--- src/rtl/instruction_loader_pkg.sv ---
// Shared definitions for the instruction loader.
// Holds the FSM state encoding and the instruction word geometry constants
// used by instruction_loader and loader_byte_assembler.
package instruction_loader_pkg;

    localparam int INSTR_WIDTH     = 28;
    localparam int BYTES_PER_INSTR = 4;
    // Width of the byte assembly register (one full word of stream bytes).
    localparam int ASM_WIDTH       = 8 * BYTES_PER_INSTR;

    typedef enum logic [2:0] {
        ST_IDLE  = 3'd0,
        ST_RECV  = 3'd1,
        ST_WRITE = 3'd2,
        ST_CHECK = 3'd3,
        ST_DONE  = 3'd4,
        ST_ERROR = 3'd5
    } state_t;

endpackage

--- src/rtl/loader_byte_assembler.sv ---
// Byte assembler for the instruction loader.
// Shifts accepted stream bytes into a word register (first byte ends up most
// significant), counts bytes within the current word and keeps a running XOR
// checksum over every byte shifted in.
// Ports:
//   clk, rst   - clock, asynchronous active-high reset
//   clear      - synchronous clear of word, byte count and checksum
//   shift_en   - shift byte_in in this cycle
//   byte_in    - stream byte
//   word       - word as it will be once byte_in is shifted in
//   checksum   - XOR of all bytes shifted in since the last clear
//   last_byte  - the next shifted byte completes a word
module loader_byte_assembler
    import instruction_loader_pkg::*;
#(
    parameter int BYTES = BYTES_PER_INSTR
) (
    input  logic                 clk,
    input  logic                 rst,
    input  logic                 clear,
    input  logic                 shift_en,
    input  logic [7:0]           byte_in,
    output logic [ASM_WIDTH-1:0] word,
    output logic [7:0]           checksum,
    output logic                 last_byte
);

    logic [ASM_WIDTH-1:0] word_reg;
    logic [1:0]           count_reg;
    logic [7:0]           checksum_reg;

    // Exposing the post-shift word lets the parent register the finished
    // instruction on the same edge that accepts the final byte.
    assign word      = (word_reg << 8) | ASM_WIDTH'(byte_in);
    assign checksum  = checksum_reg;
    assign last_byte = (count_reg == 2'(BYTES - 1));

    always_ff @(posedge clk or posedge rst) begin
        if (rst) begin
            word_reg     <= '0;
            count_reg    <= '0;
            checksum_reg <= '0;
        end else if (clear) begin
            word_reg     <= '0;
            count_reg    <= '0;
            checksum_reg <= '0;
        end else if (shift_en) begin
            word_reg     <= word;
            count_reg    <= count_reg + 2'd1;  // wraps naturally at a word boundary
            checksum_reg <= checksum_reg ^ byte_in;
        end
    end

endmodule

--- src/rtl/instruction_loader.sv ---
// Byte-stream program loader for the MiniAlu instruction memory.
// Assembles 4 stream bytes per instruction, writes each word to the
// instruction RAM, then checks a trailing XOR checksum byte. The core is
// held in reset until a load finishes with a good checksum.
// Ports:
//   Clock, Reset   - clock, asynchronous active-high reset
//   iStart/iLength - start a load of iLength words (IDLE/DONE/ERROR only)
//   iByte, iByteValid, oByteReady - byte stream handshake
//   oWriteEnable, oWriteAddress, oInstruction - instruction RAM write port
//   oCpuReset      - core reset, released only after a good load
//   oDone, oError  - load completed with good / bad checksum
module instruction_loader #(
    parameter int ADDR_WIDTH      = 16,
    parameter int INSTR_WIDTH     = instruction_loader_pkg::INSTR_WIDTH,
    parameter int BYTES_PER_INSTR = instruction_loader_pkg::BYTES_PER_INSTR
) (
    input  logic                   Clock,
    input  logic                   Reset,
    input  logic                   iStart,
    input  logic [ADDR_WIDTH-1:0]  iLength,
    input  logic [7:0]             iByte,
    input  logic                   iByteValid,
    output logic                   oByteReady,
    output logic                   oWriteEnable,
    output logic [ADDR_WIDTH-1:0]  oWriteAddress,
    output logic [INSTR_WIDTH-1:0] oInstruction,
    output logic                   oCpuReset,
    output logic                   oDone,
    output logic                   oError
);

    import instruction_loader_pkg::*;

    state_t                 state_reg, state_next;
    logic [ADDR_WIDTH-1:0]  length_reg, length_next;
    logic [ADDR_WIDTH-1:0]  addr_reg, addr_next;
    logic [INSTR_WIDTH-1:0] instr_reg, instr_next;
    logic                   byte_ready_reg, byte_ready_next;
    logic                   write_enable_reg, write_enable_next;
    logic                   cpu_reset_reg, cpu_reset_next;
    logic                   done_reg, done_next;
    logic                   error_reg, error_next;

    logic                   byte_accept;
    logic                   asm_clear;
    logic                   asm_shift;
    logic [ASM_WIDTH-1:0]   asm_word;
    logic [7:0]             asm_checksum;
    logic                   asm_last;

    assign byte_accept = iByteValid & byte_ready_reg;
    assign asm_shift   = byte_accept && (state_reg == ST_RECV);

    loader_byte_assembler #(
        .BYTES (BYTES_PER_INSTR)
    ) u_assembler (
        .clk       (Clock),
        .rst       (Reset),
        .clear     (asm_clear),
        .shift_en  (asm_shift),
        .byte_in   (iByte),
        .word      (asm_word),
        .checksum  (asm_checksum),
        .last_byte (asm_last)
    );

    always_ff @(posedge Clock or posedge Reset) begin
        if (Reset) begin
            state_reg        <= ST_IDLE;
            length_reg       <= '0;
            addr_reg         <= '0;
            instr_reg        <= '0;
            byte_ready_reg   <= 1'b0;
            write_enable_reg <= 1'b0;
            cpu_reset_reg    <= 1'b1;
            done_reg         <= 1'b0;
            error_reg        <= 1'b0;
        end else begin
            state_reg        <= state_next;
            length_reg       <= length_next;
            addr_reg         <= addr_next;
            instr_reg        <= instr_next;
            byte_ready_reg   <= byte_ready_next;
            write_enable_reg <= write_enable_next;
            cpu_reset_reg    <= cpu_reset_next;
            done_reg         <= done_next;
            error_reg        <= error_next;
        end
    end

    always_comb begin
        state_next     = state_reg;
        length_next    = length_reg;
        addr_next      = addr_reg;
        instr_next     = instr_reg;
        cpu_reset_next = cpu_reset_reg;
        done_next      = done_reg;
        error_next     = error_reg;
        asm_clear      = 1'b0;

        case (state_reg)
            ST_IDLE, ST_DONE, ST_ERROR: begin
                if (iStart) begin
                    length_next    = iLength;
                    addr_next      = '0;
                    done_next      = 1'b0;
                    error_next     = 1'b0;
                    cpu_reset_next = 1'b1;
                    asm_clear      = 1'b1;
                    // A zero-length load goes straight to the checksum byte.
                    state_next     = (iLength != '0) ? ST_RECV : ST_CHECK;
                end
            end
            ST_RECV: begin
                if (byte_accept && asm_last) begin
                    // The top nibble of the first byte is dropped here.
                    instr_next = INSTR_WIDTH'(asm_word);
                    state_next = ST_WRITE;
                end
            end
            ST_WRITE: begin
                if (addr_reg == length_reg - ADDR_WIDTH'(1)) begin
                    state_next = ST_CHECK;
                end else begin
                    addr_next  = addr_reg + ADDR_WIDTH'(1);
                    state_next = ST_RECV;
                end
            end
            ST_CHECK: begin
                if (byte_accept) begin
                    if (iByte == asm_checksum) begin
                        done_next      = 1'b1;
                        cpu_reset_next = 1'b0;
                        state_next     = ST_DONE;
                    end else begin
                        error_next     = 1'b1;
                        cpu_reset_next = 1'b1;
                        state_next     = ST_ERROR;
                    end
                end
            end
            default: state_next = ST_IDLE;
        endcase

        // Handshake and write strobe are registered, so derive them from the
        // state being entered rather than the current one.
        byte_ready_next   = (state_next == ST_RECV) || (state_next == ST_CHECK);
        write_enable_next = (state_next == ST_WRITE);
    end

    assign oByteReady    = byte_ready_reg;
    assign oWriteEnable  = write_enable_reg;
    assign oWriteAddress = addr_reg;
    assign oInstruction  = instr_reg;
    assign oCpuReset     = cpu_reset_reg;
    assign oDone         = done_reg;
    assign oError        = error_reg;

endmodule

--- config.mk ---
export PLATFORM = sky130hd
export DESIGN_NAME = instruction_loader
export DESIGN_NICKNAME = d
export VERILOG_FILES = /design/src/rtl/instruction_loader_pkg.sv /design/src/rtl/loader_byte_assembler.sv /design/src/rtl/instruction_loader.sv
export SDC_FILE = /design/constraint.sdc
export NUM_CORES = 1
export LEC_CHECK = 0
export BUFFER_PORTS_ARGS = -buffer_cell sky130_fd_sc_hd__buf_2
export CORE_MARGIN = 2
export CORE_UTILIZATION = 59
export CTS_BUF_LIST = sky130_fd_sc_hd__clkbuf_4 sky130_fd_sc_hd__clkbuf_8
export DETAILED_ROUTE_END_ITERATION = 8
export GPL_ROUTABILITY_DRIVEN = 0
export PLACE_DENSITY_LB_ADDON = 0.12
export SYNTH_ARGS = -nofsm -noshare
export SYNTH_HDL_FRONTEND = slang
export SYNTH_SLANG_ARGS = --single-unit
--- constraint.sdc ---
create_clock -name Clock -period 4 [get_ports Clock]
set_input_delay 0.6 -clock Clock [delete_from_list [all_inputs] [get_ports Clock]]
set_output_delay 0.6 -clock Clock [all_outputs]
set_load 0.05 [all_outputs]
# Yosys cells after proc, flatten, opt, wreduce, memory -nomap -nowiden
# Index checks and enable logic that the tools add are counted.
# totals
register_bits	98
inputBits	28
out_inout_bits	49
wordCells	78
# op_classes
n_addsub	3
eq_ne	16
mux	29
bitwise	3
reduce_logical	15
# op_table
operator	n
two-way mux 20 bit	2
two-way mux 16 bit	2
case mux 16 bit (2 select lines)	1
bitwise OR 28 x 8 -> 28 bit	1
adder 16 x 1 -> 16 bit (second input constant)	1
equality test 16 bit	1
two-way mux 8 bit	2
nonzero test 16 bit	1
subtractor 16 x 1 -> 16 bit (second input constant)	1
equality test 3 x 2 -> 1 bit (second input constant)	4
case mux 3 bit (4 select lines)	1
two-way mux 1 bit	11
inequality test 2 bit (second input constant)	5
two-way mux 3 bit	3
equality test 8 bit	1
two-way mux 2 bit	4
AND reduction 4 bit	2
bitwise XOR 8 bit	1
equality test 3 x 1 -> 1 bit (second input constant)	2
equality test 3 bit (second input constant)	2
case mux 1 bit (2 select lines)	3
AND reduction 3 bit	2
nonzero test 2 bit	3
AND reduction 2 bit	2
7 further kinds	8

# Logic depth before layout (Yosys ltp)
# logic_depth
depth_word	6
ltp_mapped	11
depth_no_buf	10

# Hierarchy
# Synthesis repeated with hierarchy kept, for this count alone.
# unflattened
hier_cells	491
hier_area_um2	5148.7
# by_module_without_submodules
module	instances	cells_per_inst	area_per_inst_um2	seq_area_each_um2
instruction_loader	1	362	3589.7	1702.9
loader_byte_assembler	1	129	1559.0	850.8

# Worst setup path before layout
# Ideal clock, no wire load.
# synth_timing
kind	reg2reg
startpoint	register length_reg[0]
endpoint	register addr_reg[1], in the netlist oWriteAddress[1]
setup_time_ns	0.120
t_arrival_ns	2.651
path_slack_ns	1.229
path_stages_with_launch	12
n_path_buf	1
period_less_slack_ns	2.771
path_cell_list	dfrtp_1 > inv_1 > ha_1 > nor3b_2 > nand4_1 > or3_1 > a211oi_1 > nor3_1 > a211oi_4 > buf_6 > a21oi_1 > a31o_2
# synth_between
elab_chain_cells	4
# synth_rtl
element	line_no	source
start, declared	instruction_loader.sv:35	logic [ADDR_WIDTH-1:0] length_reg, length_next;
start signal, assigned	instruction_loader.sv:80	length_reg <= length_next;
subtractor 16 x 1 -> 16 bit	instruction_loader.sv:122	if (addr_reg == length_reg - ADDR_WIDTH'(1)) begin
equality test 16 bit	instruction_loader.sv:122	
inequality test 2 bit (no source line)	--	
AND reduction 3 bit (no source line)	--	
end signal, assigned	instruction_loader.sv:81	addr_reg <= addr_next;
end, declared	instruction_loader.sv:36	logic [ADDR_WIDTH-1:0] addr_reg, addr_next;
# Every way passes these cells.
# A chain may end at the register's enable or synchronous reset.

# Worst setup path after layout
# layout_timing
startpoint	register length_reg[0]
endpoint	register addr_reg[6], in the netlist oWriteAddress[6]
# The elaborated chain is that of the path after synthesis.

==> out/metrics.yaml <==
grt_pass1_vias: 3826
multiInputGateArea_um2: 2186
hp-class: "primary input to asynchronous set/reset pin"
cts_num_sinks: 98
synth_cell_types: 52
path_class: "register to register"
max_stage_delay_ps: 730
cp-start-kind: "register"
syn_to_final_growth_pct: 13.73
grt_util_all_layers_pct: 25.51
routed_wl_mm: 10.64
port_buffers: 76
yosysTopAreaCell: "dfrtp_1"
ys.flop_type: "dfrtp_1"
yosys.area_share.simple_pct: 21.96
syn_area_um2: 4792
via_per_inst: 5.880
setup-tns-final_ps: 0
maxSlewHeadroom_pct: 31.64
swShare_pct: 47.93
drive_gt1_share_pct: 25.75
dieWidth_um: 94.13
cts-root-buf: "clkbuf_8"
io_pins: 77
cts_buffers: 9
arrival_ps: 3730
cp_top_family: "simple AND/OR/NAND/NOR gates"
synth_compound_gate_area_share_pct: 11.02
most-common-layout-cells: "nand2_1 (101), dfrtp_1 (97), buf_2 (76)"
hold_viol: 0
ir_drop_uv: 458.3
ys_seq_area_share_pct: 51.20
routedWlPerCell_um: 16.00
initial_core_util_pct: 61.38
yosys-top-cells-area: "dfrtp_1 (51%), nand2_1 (7.9%), mux2_2 (6.6%), o21ai_0 (3.3%), nand3_1 (3.1%)"
fp-row-count: 32
cp_max_fo: 23
fin_skew_ps: 11.80
cts_resized: 0
dp_slack_ps: 601.1
die_area_um2: 8860
finalCriticalPeriod_ps: 3439
synthArstFlopShare_pct: 100.0
synth_nets: 521
grt_pass1_wl_mm: 17.68
clk_pin_slew_ps: 110
p_leak_uw: 0.002604
grt_overflow_total: 0
final_nets: 589
dr.pass1.iters: 5
slew_violations: 0
antenna_left: 0
num_antenna_cells: 0
core_area_um2: 7807
pwr-share-clk_pct: 14.8
route.detailed.drc: 0
grt_start_max_net_pins: 45
syn_inst: 490
cts_tree: "yes"
power.total_uw: 4575
die_height_um: 94.13
largest_reg_flops: 28
dp_hpwl_mm: 7.400
path_cells: "inv_1 -> ha_1 -> nor3b_2 -> nand4_1 -> or3_1 -> a211oi_1 -> nor3_1 -> a211oi_4 -> buf_4 -> o31ai_1 -> a21oi_1"
setup_violations: 0
powerDensity_nw_per_um2: 839.4
comb_power_share_pct: 46.8
slowest_stage: "a211oi_4"
drt-initial-drc-count: 198
yosys.area.top_type_share_pct: 50.65
muxShareOfSynthArea_pct: 7.624
synth_fa_ha_area_share_pct: 0.7833
synth_top_family_by_area: "simple AND/OR/NAND/NOR gates"
synth_edf_count: 0
antenna_found_initial: 0
power_switching_uw: 2193
postCtsSetupBuffers: 0
synthXorXnorAreaFrac_pct: 4.021
fin_ws_ps: 560.6
max_cap_violations: 0
worstMarginPinSlew_ps: 1025
fmax_ghz: 0.2907
cp-end-kind: "register"
period_share_pct: 85.99
nFillCells: 610
vias: 3910
critPathBufInv: 2
p_int_uw: 2382
clock_latency_ps: 370
syn_avg_cell_area_um2: 9.780
final_common_cell: "nand2_1"
htreeDepth: 3
synth_seq_cells: 98
power_frac_seq_pct: 38.4
rsz0062_at_grt: "no"
status: "complete, no violations"
hold_buffers: 0
synth-warning-count: 0
seqCellArea_um2: 2454
worstPathRequired_ps: 4290
clk_path_buf_depth: 2
[power groups by stage]
| stage | clock, uW | combinational, uW | sequential (uW) |
|---|---|---|---|
| 6_report | 677 | 2140 | 1760 |
| 3_5_place_dp | 0 | 2140 | 1780 |
| 4_1_cts | 684 | 2150 | 1760 |
| 2_1_floorplan | 0 | 1160 | 2240 |
| 3_3_place_gp | 0 | 2080 | 1760 |
| 5_1_grt | 718 | 2340 | 1820 |
[path summary, 6_finish.rpt]
path | startpoint | cells after the start | slack [ps] | end
setup reg to reg | length_reg[0] | 11 | 560 | oWriteAddress[6]
hold / removal | Reset | 2 | 270 | length_reg[13]
setup / recovery | length_reg[0] | 11 | 560 | oWriteAddress[6]
max in group asynchronous | Reset | 3 | 2940 | oInstruction[4]
min in group Clock | iLength[11] | 3 | 430 | length_reg[11]
hold reg to reg | oDone | 2 | 500 | oDone
[stage by stage]
stage | hold slack [ps] | area, um2 | instances | util, %
after global placement | 478.4 | 5240 | 649 | 67.12
final | 270.2 | 5450 | 665 | 69.81
after floorplan | 454.8 | 4792 | 490 | -
after CTS | 287.1 | 5450 | 665 | 69.81
after detailed placement | 482.0 | 5240 | 649 | 67.12
after global routing | 311.9 | 5450 | 665 | 69.81
[layer usage]
layer	track usage, %	up-vias	share of wire (%)
met1	31.97	1905	43
li1	-	1872	-
met4	11.35	0	2.2
met3	3.933	21	4.6
met5	0	-	0
met2	43.69	112	50
[layout make-up]
class | instances | share of cell area [%]
inverters | 10 | 0.7346
repair buffers | 83 | 7.943
clock buffers | 9 | 2.273
well taps | 102 | 2.342
flip-flops and latches | 98 | 45.02
clock inverters | 7 | 1.584
multi-input cells | 356 | 40.11
[Yosys cell counts (3+ instances only)]
cell       instances
nand2_1          101
dfrtp_1           97
o21ai_0           32
nand3_1           30
mux2_2            28
nor2_1            21
clkbuf_1          20
a21oi_1           16
xor2_1            13
nor3_1            11
inv_1             10
nor4_1             9
or3_1              9
xnor2_1            9
a31oi_1            6
mux2i_1            5
nand4_1            5
nor2b_1            5
o31ai_1            5
nand2b_1           4
a31o_2             3
buf_6              3
ha_1               3
o2111ai_1          3
o211ai_1           3
or2_2              3
[kinds of logic after synthesis]
| logic type | Yosys count |
|---|---|
| fa+ha+maj | 3 |
| compound gates | 82 |
| xor+xnor | 22 |
| flops | 98 |
| buf+inv | 36 |
| mux | 33 |
| simple gates | 216 |
(Power assumes the default switching activity.)
